**config.mk**
```make
export PLATFORM = sky130hd
export DESIGN_NAME = logistic_arbiter
export DESIGN_NICKNAME = d
export VERILOG_FILES = /design/src/rtl/logistic_pkg.sv /design/src/rtl/logistic_arbiter_round_robin.sv /design/src/rtl/logistic_arbiter.sv
export SDC_FILE = /design/constraint.sdc
export NUM_CORES = 1
export LEC_CHECK = 0
export ABC_AREA = 1
export ABC_CLOCK_PERIOD_IN_PS = 3000
export BUFFER_PORTS_ARGS = -buffer_cell sky130_fd_sc_hd__clkbuf_2
export CORE_AREA = 3 3 97 99
export DETAILED_ROUTE_END_ITERATION = 10
export DIE_AREA = 0 0 100 102
export GPL_TIMING_DRIVEN = 0
export SETUP_SLACK_MARGIN = 0.1
export SYNTH_ARGS = -nofsm -noshare
export SYNTH_HDL_FRONTEND = slang
export SYNTH_SLANG_ARGS = --single-unit
export TNS_END_PERCENT = 100
```
**constraint.sdc**
```tcl
create_clock -name clock -period 3 [get_ports clock]
set_input_delay 0 -clock clock [delete_from_list [all_inputs] [get_ports clock]]
set_output_delay 0 -clock clock [all_outputs]
set_load 0.005 [all_outputs]
```
**src/rtl/logistic_pkg.sv**
```systemverilog
// Shared widths and FSM encoding for the logistic unit arbiter.
package logistic_pkg;

    localparam int ARGUMENT_WIDTH   = 16;
    localparam int ACTIVATION_WIDTH = 8;
    localparam int FEEDBACK_WIDTH   = 16;
    localparam int DELTA_WIDTH      = 16;

    typedef enum logic [2:0] {
        IDLE,
        ARGUMENT,
        ACTIVATION,
        FEEDBACK,
        DELTA
    } state_t;

endpackage

```
**src/rtl/logistic_arbiter_round_robin.sv**
```systemverilog
// Combinational round-robin picker: first requester at or after last+1 (mod N).
module round_robin #(
    parameter  int N = 4,
    localparam int G = $clog2(N)
) (
    input  logic [N-1:0] req_i,
    input  logic [G-1:0] last_i,
    output logic [G-1:0] next_o,
    output logic         any_o
);

    logic         found;
    logic [G-1:0] idx;

    always_comb begin
        next_o = '0;
        found  = 1'b0;
        idx    = '0;
        for (int unsigned i = 1; i <= N; i++) begin
            idx = G'((32'(last_i) + i) % N);
            if (!found && req_i[idx]) begin
                next_o = idx;
                found  = 1'b1;
            end
        end
    end

    assign any_o = |req_i;

endmodule

```
**src/rtl/logistic_arbiter.sv**
```systemverilog
// Shares one logistic activation unit among N neuron requesters, one full
// transaction (argument, activation, optional feedback/delta) per grant.
module logistic_arbiter
    import logistic_pkg::*;
#(
    parameter  int N = 4,
    localparam int G = $clog2(N)
) (
    input  logic                             clock,
    input  logic                             reset,
    input  logic                             train,
    input  logic [N-1:0]                     req_argument_valid,
    output logic [N-1:0]                     req_argument_ready,
    input  logic [N-1:0][ARGUMENT_WIDTH-1:0] req_argument_data,
    input  logic [N-1:0]                     req_feedback_valid,
    output logic [N-1:0]                     req_feedback_ready,
    input  logic [N-1:0][FEEDBACK_WIDTH-1:0] req_feedback_data,
    output logic [N-1:0]                     req_activation_valid,
    input  logic [N-1:0]                     req_activation_ready,
    output logic [ACTIVATION_WIDTH-1:0]      req_activation_data,
    output logic [N-1:0]                     req_delta_valid,
    input  logic [N-1:0]                     req_delta_ready,
    output logic [DELTA_WIDTH-1:0]           req_delta_data,
    output logic                             logistic_train,
    output logic                             argument_valid,
    output logic [ARGUMENT_WIDTH-1:0]        argument_data,
    input  logic                             argument_ready,
    output logic                             feedback_valid,
    output logic [FEEDBACK_WIDTH-1:0]        feedback_data,
    input  logic                             feedback_ready,
    input  logic                             activation_valid,
    input  logic [ACTIVATION_WIDTH-1:0]      activation_data,
    output logic                             activation_ready,
    input  logic                             delta_valid,
    input  logic [DELTA_WIDTH-1:0]           delta_data,
    output logic                             delta_ready,
    output logic [G-1:0]                     grant,
    output logic                             busy
);

    state_t       state_q, state_d;
    logic [G-1:0] last_q, last_d;
    logic [G-1:0] grant_q, grant_d;
    logic         train_q, train_d;
    logic [G-1:0] rr_next;
    logic         rr_any;

    round_robin #(.N(N)) u_round_robin (
        .req_i  (req_argument_valid),
        .last_i (last_q),
        .next_o (rr_next),
        .any_o  (rr_any)
    );

    // last resets to N-1 so requester 0 holds first priority out of reset
    always_ff @(posedge clock or negedge reset) begin
        if (!reset) begin
            state_q <= IDLE;
            last_q  <= G'(N - 1);
            grant_q <= '0;
            train_q <= 1'b0;
        end else begin
            state_q <= state_d;
            last_q  <= last_d;
            grant_q <= grant_d;
            train_q <= train_d;
        end
    end

    always_comb begin
        state_d              = state_q;
        last_d               = last_q;
        grant_d              = grant_q;
        train_d              = train_q;
        argument_valid       = 1'b0;
        feedback_valid       = 1'b0;
        activation_ready     = 1'b0;
        delta_ready          = 1'b0;
        req_argument_ready   = '0;
        req_feedback_ready   = '0;
        req_activation_valid = '0;
        req_delta_valid      = '0;
        case (state_q)
            IDLE: begin
                if (rr_any) begin
                    grant_d = rr_next;
                    train_d = train;
                    state_d = ARGUMENT;
                end
            end
            ARGUMENT: begin
                argument_valid              = req_argument_valid[grant_q];
                req_argument_ready[grant_q] = argument_ready;
                if (req_argument_valid[grant_q] && argument_ready) begin
                    state_d = ACTIVATION;
                end
            end
            ACTIVATION: begin
                req_activation_valid[grant_q] = activation_valid;
                activation_ready              = req_activation_ready[grant_q];
                if (activation_valid && req_activation_ready[grant_q]) begin
                    if (train_q) begin
                        state_d = FEEDBACK;
                    end else begin
                        last_d  = grant_q;
                        state_d = IDLE;
                    end
                end
            end
            FEEDBACK: begin
                feedback_valid              = req_feedback_valid[grant_q];
                req_feedback_ready[grant_q] = feedback_ready;
                if (req_feedback_valid[grant_q] && feedback_ready) begin
                    state_d = DELTA;
                end
            end
            DELTA: begin
                req_delta_valid[grant_q] = delta_valid;
                delta_ready              = req_delta_ready[grant_q];
                if (delta_valid && req_delta_ready[grant_q]) begin
                    last_d  = grant_q;
                    state_d = IDLE;
                end
            end
            default: state_d = IDLE;
        endcase
    end

    assign argument_data       = req_argument_data[grant_q];
    assign feedback_data       = req_feedback_data[grant_q];
    assign req_activation_data = activation_data;
    assign req_delta_data      = delta_data;
    assign grant               = grant_q;
    assign busy                = (state_q != IDLE);
    assign logistic_train      = train_q;

endmodule

```
# Word-level counts from Yosys, hierarchy flattened

Cells that the tools add are included.

Register bits after elaboration: 8
Output and inout bits: 80

Add/subtract/negate cells: 4
Magnitude comparators: 6
Eq/ne operators: 10
Mux-type cells: 48
Bitwise operators: 4
Reductions and logical operators: 18

Operator list:

| cell                | count |
|---|---|
| $bmux 16 s2         | 2 |
| $mux 16             | 2 |
| $and 4x4->4         | 4 |
| $bmux 1 s2          | 8 |
| $mux 1              | 16 |
| $mux 2              | 8 |
| $mux 4              | 4 |
| $lt 2x3->1 const B  | 5 |
| $mux 3              | 5 |
| $pmux 3 s5          | 1 |
| $ne 2x2->1 const B  | 6 |
| $logic_and 1x1->1   | 8 |
| $eq 3x2->1 const B  | 2 |
| $reduce_and 5->1    | 1 |
| $add 2x1->2 const B | 2 |
| $add 2x2->2 const B | 2 |
| $pmux 2 s2          | 1 |
| $reduce_and 4->1    | 1 |
| $reduce_or 4->1     | 1 |
| $eq 3x1->1 const B  | 1 |
| $eq 3x3->1 const B  | 1 |
| $logic_not 1->1     | 3 |
| $logic_not 3->1     | 1 |
| $reduce_bool 3->1   | 1 |
| 4 further kinds     | 4 |

# Depth between registers and ports, before layout

Word-level depth: 13
Gate-level depth with buffers: 12
Depth with buffers taken out: 12

# Hierarchy

A second synthesis with hierarchy kept.

Cells, all modules: 323
Area, all modules: 1864.3 µm²

Modules (own cells, without submodules):

| module           | instances | cells each | area an instance (µm²) | seq. area each (µm²) |
|---|---|---|---|---|
| logistic_arbiter | 1         | 273        | 1562.7                 | 202.7 |
| round_robin      | 1         | 50         | 301.5                  | 0.0 |

# Worst setup path after synthesis

Ideal clock, no wire load.

Path kind: register to register
Start: register last_q[0]
End: register grant_q[0], in the netlist grant[0]
Data arrival time: 1.366 ns
Required time: 2.883 ns
Slack: 1.517 ns
Cell stages (with the launch flop): 13
Path buffers: 1
Cells stage by stage: dfstp_2 buf_4 inv_2 nand2_1 nand2_1 nand2_1 nand2_1 nor2_1 nand2_1 nand3_1 nand2_1 nand2_1 nand2_1

Longest elaborated chain between the ends: 13
Elaborated cells on any way between the ends: 25

RTL lines:

| item                         | line                               | text |
|---|---|---|
| from (decl)                  | logistic_arbiter.sv:42             | `logic [G-1:0] last_q, last_d;` |
| from (signal assigned)       | logistic_arbiter.sv:59             | `last_q <= G'(N - 1);` |
| from (signal assigned)       | logistic_arbiter.sv:64             | `last_q <= last_d;` |
| $add 2x1->2                  | logistic_arbiter_round_robin.sv:20 | `idx = G'((32'(last_i) + i) % N);` |
| $bmux 1 s2                   | logistic_arbiter_round_robin.sv:21 | `if (!found && req_i[idx]) begin` |
| $mux 1 (implied by the code) | logistic_arbiter_round_robin.sv:21 |  |
| $mux 1                       | logistic_arbiter_round_robin.sv:21 |  |
| $logic_not 1->1              | logistic_arbiter_round_robin.sv:21 |  |
| $logic_and 1x1->1            | logistic_arbiter_round_robin.sv:21 |  |
| $mux 1                       | logistic_arbiter_round_robin.sv:21 |  |
| $logic_not 1->1              | logistic_arbiter_round_robin.sv:21 |  |
| $logic_and 1x1->1            | logistic_arbiter_round_robin.sv:21 |  |
| $mux 1                       | logistic_arbiter_round_robin.sv:21 |  |
| $logic_not 1->1              | logistic_arbiter_round_robin.sv:21 |  |
| $logic_and 1x1->1            | logistic_arbiter_round_robin.sv:21 |  |
| $mux 2 (*)                   | logistic_arbiter_round_robin.sv:21 |  |
| to (signal assigned)         | logistic_arbiter.sv:65             | `grant_q <= grant_d;` |
| to (decl)                    | logistic_arbiter.sv:43             | `logic [G-1:0] grant_q, grant_d;` |

Mark *: on every way between the ends. The rest lies on a longest branch, timed or not. The select of a mux whose other input is x is not followed.
A chain may end at the register's enable or synchronous reset.

# Final worst setup path

Start: register grant_q[0], in the netlist grant[0]
End: output port argument_data[2]

Longest elaborated chain between the ends: 2

RTL lines:

| item                          | line                    | text |
|---|---|---|
| $bmux 16 s2                   | logistic_arbiter.sv:129 | `assign argument_data = req_argument_data[grant_q];` |
| $mux 16 (implied by the code) | logistic_arbiter.sv:129 |  |
| to (decl)                     | logistic_arbiter.sv:26  | `output logic [ARGUMENT_WIDTH-1:0] argument_data,` |

Every way passes these cells. The select of a mux whose other input is x is not followed.

==> summary.txt <==
Status
  • Status: complete, no violations

Placement
  • DP Cell Count: 668
  • Hpwl dp: 8.860 mm
  • Number of I/O port buffers: 230
  • GP Congestion: 0.8354

CTS
  • Worst-Skew Late Latency: 220 ps
  • TritonCTS clock tree: done
  • Clock Sinks: 8
  • Clock transition at the registers of the reported paths: 40 ps
  • CTS max path bufs: 2
  • Resized cells post-CTS: 0
  • CTS Buf Count: 3
  • H-tree depth: 1
  • Post-CTS setup buffer count: 0
  • Root Driver: clkbuf_8

Floorplan
  • Ports: 255
  • Core area: 8636 um^2
  • Die width: 100 um
  • Initial Utilization: 0.2092
  • Full die area: 10200 um^2
  • Die height: 102 um
  • Row count: 34

Synthesis
  • Mapped cell area: 1807 um^2
  • Sequential fraction of the synthesis area: 0.1122
  • Most area-consuming cells after synthesis: nand2_1 30%, a22oi_1 20%, buf_4 10%
  • Yosys cell types: 26
  • Cell taking the most area after synthesis: nand2_1
  • Ys flop type: dfrtp_1
  • Post-synth top area share: 0.2992
  • Syn avg cell area: 5.475 um^2
  • Syn_nets: 505
  • Yosys warns: 0
  • Commonest cells post-synth: 144 x nand2_1, 48 x a22oi_1, 25 x buf_4
  • Seq cells post-synth: 8
  • Synth Instances: 330
  • Most common cell in the netlist: nand2_1
  • Post-synth ARST share: 1.000
  • Post-synth EDFFs: 0

Routing
  • Wire length per cell: 14.96 um
  • Routed Antenna Nets: 0
  • DR pass1 iterations: 4
  • Final wirelength: 10.09 mm
  • DR iter-0 viols: 130
  • Via-to-Cell Ratio: 4.593
  • Vias after detailed routing: 3096
  • # DRC: 0

Global routing
  • Tot GR Track Use: 0.1751
  • First-pass GRT wire length: 14.43 mm
  • Vias in the first global route: 2866
  • Initial antenna violation count: 1
  • Grt total ovfl: 0
  • Pin count of the biggest net entering global routing: 11

Final layout
  • # diodes: 0
  • Area growth syn-to-layout: 74.79%
  • Non-filler instance count after layout: 674
  • Nets@finish: 742
  • Layout cells sized above 1: 0.4982

Power
  • Sequential power share: 0.095
  • Clock power share: 0.053
  • Static leakage: 1.976 nW
  • Final Power: 2.524 mW
  • Switching part of the total: 0.5542
  • Power Density: 799.2 nW/um^2
  • Peak VDD IR: 397.8 uV
  • Cell-internal power: 1.125 mW
  • Power share of the combinational group: 0.853
  • P_sw: 1.399 mW

STA
  • Count of final hold-check violations: 0
  • Max-slew violations: 0
  • Fmax: 503.3 MHz
  • Worst slew pin tran: 532.1 ps
  • Slew headroom: 0.6420
  • WHS: 121.0 ps
  • Layout Skew: 0.3050 ps
  • Tmin final: 1987 ps
  • Final Cycle Share: 0.6623
  • RSZ-0062 raised after global routing: no
  • Setup-failing EPs final: 0
  • Final TNS setup: 0 ps

Hold path
  • Hold WC Path Type: in -> reg

Flow run
  • Max_cap viols: 0

Setup path
  • CP Class: reg -> out
  • R2r setup slk: 1300 ps
  • Crit path required time: 3000 ps
  • CP Max Fanout: 10
  • Startpoint type of the worst setup path: flop
  • Critical Path End Type: output pin
  • Critical Path AT: 1990 ps
==> cells in the final DEF, fill, tap and decap left out, types with 2 or more instances in the layout <==
master         synthesis  routed
nor2_1                23      23
a22oi_1               48      48
inv_2                  5       5
nand2_1              144     144
inv_1                 12      12
buf_2                 11      11
dlygate4sd3_1          0       2
nor3_1                 2       2
clkbuf_1               2       3
a21boi_0               3       3
dfstp_2                2       2
clkbuf_2               0     230
o21ai_0                4       4
o21ai_1                2       2
clkbuf_8               0       3
buf_4                 25      25
a21oi_1                3       3
nand4_1                5       5
dfrtp_1                6       6
nand3_1               24      24
==> logic make-up after synthesis <==
logic type	Yosys count	share of synthesized area
flip-flops	8	0.1122
AND/OR/NAND/NOR	205	0.4661
AO/OA/AOI/OAI	61	0.2417
buffers and inverters	56	0.1801
==> path summary, 6_finish.rpt <==
path                       cells after the start      startpoint               end
max                                            7        grant[0]  argument_data[2]
min                                            4     delta_valid        state_q[2]
max reg2reg                                   12       last_q[0]          grant[0]
min reg2reg                                    2  logistic_train    logistic_train
max in group asynchronous                      2           reset         last_q[0]
min in group asynchronous                      2           reset        state_q[1]
==> power groups by stage <==
stage | Combinational, mW | Sequential, mW | Clock [mW]
final | 2.15 | 0.239 | 0.133
after global placement | 2.16 | 0.237 | 0
after detailed placement | 2.17 | 0.241 | 0
after floorplan | 1.31 | 0.227 | 0
after global routing | 2.45 | 0.252 | 0.145
after CTS | 2.18 | 0.239 | 0.136
==> routing by layer <==
layer	part of all wire	global-route usage
met1	0.37	0.2071
met2	0.53	0.3315
met3	0.080	0.03003
met4	0.011	0.03627
met5	0.0011	0
==> stage by stage <==
stage / util / instance area [um^2] / worst slack (ps)
after global routing: 0.3657 / 3158 / 873.6
final: 0.3657 / 3158 / 1013
after detailed placement: 0.3582 / 3093 / 1256
after CTS: 0.3657 / 3158 / 1014
after floorplan: - / 1807 / 1517
after global placement: 0.3582 / 3093 / 1251
==> final cells by class <==
class | instances | area, um^2
multi-input cells | 266 | 1279
repair buffers | 232 | 1171
clock buffers | 4 | 45.04
well taps | 108 | 135.1
plain buffers | 39 | 261.5
inverters | 17 | 63.81
fillers | 963 | 5478
flip-flops and latches | 8 | 202.7
==> state kept, by name, indices dropped and copies added, names as in the netlist <==
name	flops
state_q	3
grant	2
last_q	2
logistic_train	1
==> critical path: stages, from the launching register on <==
cell,delay (ps)
dfrtp_1,460
buf_6,180
nand2_1,190
inv_1,180
buf_2,220
a22oi_1,290
nand3_1,110
clkbuf_2,130
==> timing repair <==
action | CTS | global route
endpoints found under the hold margin | 9 | 0
setup endpoints to repair | 0 | 0
hold buffers | 2 | 0
Note: power is estimated with default switching activity, not from simulation.
